**src/rtl/regfile_exec_seq.sv**
```systemverilog
`default_nettype none
// +-----------------------------------------------------------------------------+
// | Module  : regfile_exec_seq                                                  |
// | Brief   : Four-cycle execute sequencer driving an 8x32 register file:       |
// |           IDLE -> READ -> EXEC -> WB, one instruction in flight.            |
// |           Optional macro SEQ_OVF_EN: signed ADD/SUB overflow suppresses WB. |
// | Revision: 1.0 - initial release                                             |
// +-----------------------------------------------------------------------------+
module regfile_exec_seq #(
  parameter int DW = 32,
  parameter int AW = 3
) (
  input  logic          clk,
  input  logic          clear_n,
  input  logic          in_valid,
  output logic          in_ready,
  input  logic [2:0]    op,
  input  logic [AW-1:0] rd,
  input  logic [AW-1:0] rs,
  input  logic [AW-1:0] rt,
  input  logic [15:0]   imm,
  output logic [AW-1:0] addr_a,
  output logic [AW-1:0] addr_b,
  input  logic [DW-1:0] qa,
  input  logic [DW-1:0] qb,
  output logic          we,
  output logic [AW-1:0] addr_w,
  output logic [DW-1:0] d,
  output logic          done,
  output logic [DW-1:0] result,
  output logic          zero,
  output logic          ovf
);

  localparam logic [1:0] C_IDLE = 2'd0;
  localparam logic [1:0] C_READ = 2'd1;
  localparam logic [1:0] C_EXEC = 2'd2;
  localparam logic [1:0] C_WB   = 2'd3;

  localparam logic [2:0] C_OP_ADD = 3'b000;
  localparam logic [2:0] C_OP_SUB = 3'b001;
  localparam logic [2:0] C_OP_AND = 3'b010;
  localparam logic [2:0] C_OP_OR  = 3'b011;
  localparam logic [2:0] C_OP_XOR = 3'b100;
  localparam logic [2:0] C_OP_SLT = 3'b101;
  localparam logic [2:0] C_OP_LDI = 3'b110;
  localparam logic [2:0] C_OP_NOP = 3'b111;

  logic [1:0]    r_state;
  logic [1:0]    w_next_state;
  logic [2:0]    r_op;
  logic [15:0]   r_imm;
  logic [DW-1:0] r_opa;
  logic [DW-1:0] r_opb;
  logic [AW-1:0] r_addr_a;
  logic [AW-1:0] r_addr_b;
  logic [AW-1:0] r_addr_w;
  logic [DW-1:0] r_d;
  logic [DW-1:0] r_result;
  logic          r_zero;
  logic          r_ovf;
  logic          r_done;

  logic [DW-1:0] w_sum;
  logic [DW-1:0] w_diff;
  logic [DW-1:0] w_alu;
  logic          w_ovf_hit;
  logic          w_skip_wb;
  logic          w_accept;

  assign w_accept = in_valid && (r_state == C_IDLE);
  assign w_sum    = r_opa + r_opb;
  assign w_diff   = r_opa - r_opb;

  always_comb begin
    w_alu = r_result;
    case (r_op)
      C_OP_ADD: w_alu = w_sum;
      C_OP_SUB: w_alu = w_diff;
      C_OP_AND: w_alu = r_opa & r_opb;
      C_OP_OR:  w_alu = r_opa | r_opb;
      C_OP_XOR: w_alu = r_opa ^ r_opb;
      C_OP_SLT: w_alu = {{(DW-1){1'b0}}, ($signed(r_opa) < $signed(r_opb))};
      C_OP_LDI: w_alu = {{(DW-16){1'b0}}, r_imm};
      default:  w_alu = r_result;
    endcase
  end

`ifdef SEQ_OVF_EN
  // Overflow: operands (B inverted for SUB) agree in sign but the result does not.
  always_comb begin
    w_ovf_hit = 1'b0;
    case (r_op)
      C_OP_ADD: w_ovf_hit = (r_opa[DW-1] == r_opb[DW-1]) && (w_sum[DW-1] != r_opa[DW-1]);
      C_OP_SUB: w_ovf_hit = (r_opa[DW-1] != r_opb[DW-1]) && (w_diff[DW-1] != r_opa[DW-1]);
      default:  w_ovf_hit = 1'b0;
    endcase
  end
`else
  assign w_ovf_hit = 1'b0;
`endif

  assign w_skip_wb = (r_op == C_OP_NOP) || w_ovf_hit;

  always_ff @(posedge clk or negedge clear_n) begin
    if (!clear_n) begin
      r_state <= C_IDLE;
    end else begin
      r_state <= w_next_state;
    end
  end

  always_comb begin
    w_next_state = r_state;
    case (r_state)
      C_IDLE:  w_next_state = in_valid ? C_READ : C_IDLE;
      C_READ:  w_next_state = C_EXEC;
      C_EXEC:  w_next_state = w_skip_wb ? C_IDLE : C_WB;
      C_WB:    w_next_state = C_IDLE;
      default: w_next_state = C_IDLE;
    endcase
  end

  // Write enable comes straight from the state register so it cannot glitch.
  always_comb begin
    in_ready = 1'b0;
    we       = 1'b0;
    case (r_state)
      C_IDLE:  in_ready = 1'b1;
      C_WB:    we       = 1'b1;
      default: begin
        in_ready = 1'b0;
        we       = 1'b0;
      end
    endcase
  end

  always_ff @(posedge clk or negedge clear_n) begin
    if (!clear_n) begin
      r_op     <= '0;
      r_imm    <= '0;
      r_opa    <= '0;
      r_opb    <= '0;
      r_addr_a <= '0;
      r_addr_b <= '0;
      r_addr_w <= '0;
      r_d      <= '0;
      r_result <= '0;
      r_zero   <= 1'b0;
      r_ovf    <= 1'b0;
      r_done   <= 1'b0;
    end else begin
      r_done <= (r_state == C_WB) || ((r_state == C_EXEC) && w_skip_wb);
      if (w_accept) begin
        r_op     <= op;
        r_imm    <= imm;
        r_addr_a <= rs;
        r_addr_b <= rt;
        r_addr_w <= rd;
      end
      if (r_state == C_READ) begin
        r_opa <= qa;
        r_opb <= qb;
      end
      if (r_state == C_EXEC) begin
        r_result <= w_alu;
        r_zero   <= (w_alu == '0);
        r_ovf    <= w_ovf_hit;
        if (!w_skip_wb) begin
          r_d <= w_alu;
        end
      end
    end
  end

  assign addr_a = r_addr_a;
  assign addr_b = r_addr_b;
  assign addr_w = r_addr_w;
  assign d      = r_d;
  assign done   = r_done;
  assign result = r_result;
  assign zero   = r_zero;
  assign ovf    = r_ovf;

endmodule
`default_nettype wire

```
**config.mk**
```make
export PLATFORM = sky130hd
export DESIGN_NAME = regfile_exec_seq
export DESIGN_NICKNAME = d
export VERILOG_FILES = /design/src/rtl/regfile_exec_seq.sv
export SDC_FILE = /design/constraint.sdc
export NUM_CORES = 1
export LEC_CHECK = 0
export ABC_AREA = 1
export CORE_UTILIZATION = 60
export DETAILED_ROUTE_END_ITERATION = 6
export PLACE_DENSITY = 0.84
export SLEW_MARGIN = 15
export SYNTH_ARGS = -nofsm -noshare
export SYNTH_HDL_FRONTEND = slang
export SYNTH_SLANG_ARGS = --single-unit
export TNS_END_PERCENT = 10
```
**constraint.sdc**
```tcl
create_clock -name clk -period 4.7 [get_ports clk]
set_clock_uncertainty 0.15 [all_clocks]
set_input_delay 1.41 -clock clk [delete_from_list [all_inputs] [get_ports clk]]
set_output_delay 1.41 -clock clk [all_outputs]
set_load 0.02 [all_outputs]
```
==> impl_metrics.yaml <==
clocking:
  cts_hold_buf: 0
  cts_resized: 0
  h-tree-depth: 4
  cts_root_buffer: "clkbuf_16"
  cts_buffers: 17
  post-cts-setup-buffers: 0
  clkLatencyLatePin_ps: 450
  clkSinkCount: 160
  cts_tree: "yes"
  clk_pin_slew_ps: 70
  cts_buffer_depth: 2
logic_synthesis:
  synth.area.mux_share_pct: 1.60
  seq_area_frac_synth_pct: 31.6
  post_synth_instance_area_mm2: 0.0127
  synthTopCellsByArea: "dfrtp_1 32%, nand2_1 12%, ha_1 10%"
  yosys.area.top_type: "dfrtp_1"
  synth.distinct_cells: 47
  ys_ff_latch: 160
  synth_compound_area_share_pct: 12.6
  synth-adder-area-share_pct: 10.6
  syn_nets: 2098
  synth_top_family_by_area: "simple AND/OR/NAND/NOR gates"
  synth-simple-area-share_pct: 31.4
  async_flop_share_pct: 100
  avgSynthCellArea_um2: 6.67
  ys_dominant_reg_cell: "dfrtp_1"
  synth_top_area_share_pct: 31.6
  synth-edff-count: 0
  netlist_instances: 1897
  synth_xor_area_share_pct: 0
  synth.yosys.warnings: 0
timing:
  setup_viol: 0
  grt_setup_unrepaired: "no"
  max_freq_mhz: 284
  period_needed_ps: 3530
  setup_tns_ps: 0
  relSlewSlack_pct: 19.4
  drv_slew: 0
  hold_violations: 0
  tightest_slew_ps: 1210
  period_share_pct: 75.0
route:
  viasPerCell: 6.04
  vias: 13900
  wl_mm: 46.1
  drt_iter0_drc: 1884
  wl_per_cell_um: 20.0
  first_pass_iters: 7
  postRouteAntennaNets: 0
  drc: 2
layout:
  drive_gt1_share_pct: 4.27
  nets: 2225
  area_delta_synth_final_pct: 18.7
  final_common_cell: "nand2_1"
  n_fill_cell: 1582
  antenna_cells: 0
  final_cell_mix: "420 x nand2_1, 307 x inv_1, 251 x nor2_1, 175 x nand3_1, 170 x clkdlybuf4s50_1"
floorplan:
  ios: 173
  rows: 52
  dieArea_mm2: 0.0217
  die_h_um: 147
  core_mm2: 0.0204
  initial_core_util_pct: 61.9
  fp.dieW_um: 147
setup_path:
  endpoint: "d[21]"
  reg2reg_slack_ps: 1170
  worstReg2RegEnd: "d[21]"
  worst-r2r-cell-count: 9
  cp.required_ps: 4880
  crit_slowest_cell: "dfrtp_1"
  critPathCaptureType: "flop"
  cp_num_cells: 9
  worstSetupPathType: "reg2reg"
  crit_chain: "inv_2, nor2_4, inv_2, nand2_2, inv_1, buf_4, nand4_1, o21ai_0, inv_1"
  crit_path_start: "r_op[2]"
  max_stage_delay_ps: 520
  crit_buf_inv: 5
  crit_path_max_fanout: 39
  r2r-start: "r_op[2]"
  cp_top_family: "buffers and inverters"
  startpoint_type: "flop"
  cp.arrival_ps: 3710
placed_design:
  routabilityCongestion: 1.10
  portBuffers: 171
  hpwl_mm: 35.9
global_routing:
  grt_pass1_wl_mm: 71.9
  met2_usage_pct: 64.2
  grt_max_degree: 88
  use_met3_pct: 12.6
  use_met1_pct: 60.8
  grt_pass1_vias: 13100
  antenna_found_initial: 1
  grt_overflow: 0
  busiest_layer: "met2"
  grt_util_all_layers_pct: 43.4
run:
  cap_violations: 0
outcome:
  outcome: "finished with violations"
  violations: "design-rule violations"
hold_path:
  min_path_type: "reg2reg"
-- state kept, by name (all words and copies together) (netlist names) --
register  count
r_opb        32
r_imm        16
done          1
addr_w        3
zero          1
d            32
addr_a        3
result       32
addr_b        3
r_state       2
r_opa        32
r_op          3
-- through the flow --
| stage | cells | cell area, µm² | util [%] | hold slack (ps) | setup WS (ps) |
|---|---|---|---|---|---|
| floorplan | 1897 | 12700 | - | 328 | 2220 |
| global placement | 2275 | 14400 | 70.7 | 316 | 1560 |
| detailed placement | 2275 | 14400 | 70.7 | 319 | 1400 |
| CTS | 2307 | 15000 | 73.5 | 338 | 1370 |
| global route | 2307 | 15000 | 73.5 | 369 | 1030 |
| finish | 2307 | 15000 | 73.5 | 335 | 1170 |
-- cells in the mapped netlist (all sizes together), types with 6 or more instances --
cell type	count
nand2	425
o21ai	89
mux2	18
a21oi	148
nor2	255
buf	43
nand3	177
nor3	21
or2	6
dfrtp	160
a221oi	11
ha	104
o22ai	12
nand4	48
o21bai	13
clkbuf	28
inv	313
-- worst min path at each step --
stage	start	end	slack [ps]	depth (start not counted)
floorplan	r_imm[9]	r_imm[9]	330	2
global placement	d[2]	d[2]	320	2
detailed placement	d[2]	d[2]	320	2
CTS	d[2]	d[2]	340	2
global route	addr_a[2]	addr_a[2]	370	1
finish	d[2]	d[2]	330	2
-- metal layers --
layer	vias to the layer above	wire, µm
met2	1090	19400
met4	2	1390
met3	152	6780
met1	6380	18500
met5	-	14
li1	6313	-
-- tightest hold or removal path: stages (launching register included) --
cell     delay, ps
dfrtp_1        340
nand2_1         60
nand2_1         60
-- cell type report --
| type | instances | area, µm² | area share (%) |
|---|---|---|---|
| Sequential cell | 160 | 4000 | 26.7 |
| Tap cell | 270 | 338 | 2.25 |
| Multi-Input combinational cell | 1352 | 7130 | 47.5 |
| Inverter | 314 | 1180 | 7.86 |
| Timing Repair Buffer | 179 | 1790 | 11.9 |
| Clock buffer | 18 | 439 | 2.92 |
| Clock inverter | 14 | 143 | 0.949 |
-- kinds of logic after synthesis --
family / after synthesis
mux: 18
compound gates: 290
fa+ha+maj: 106
flops: 160
simple gates: 937
other cells: 1
buf+inv: 385
Power is left out: the tool's default activity adds up to more than one toggle a clock period on the data nets, which glitch-free logic cannot reach.
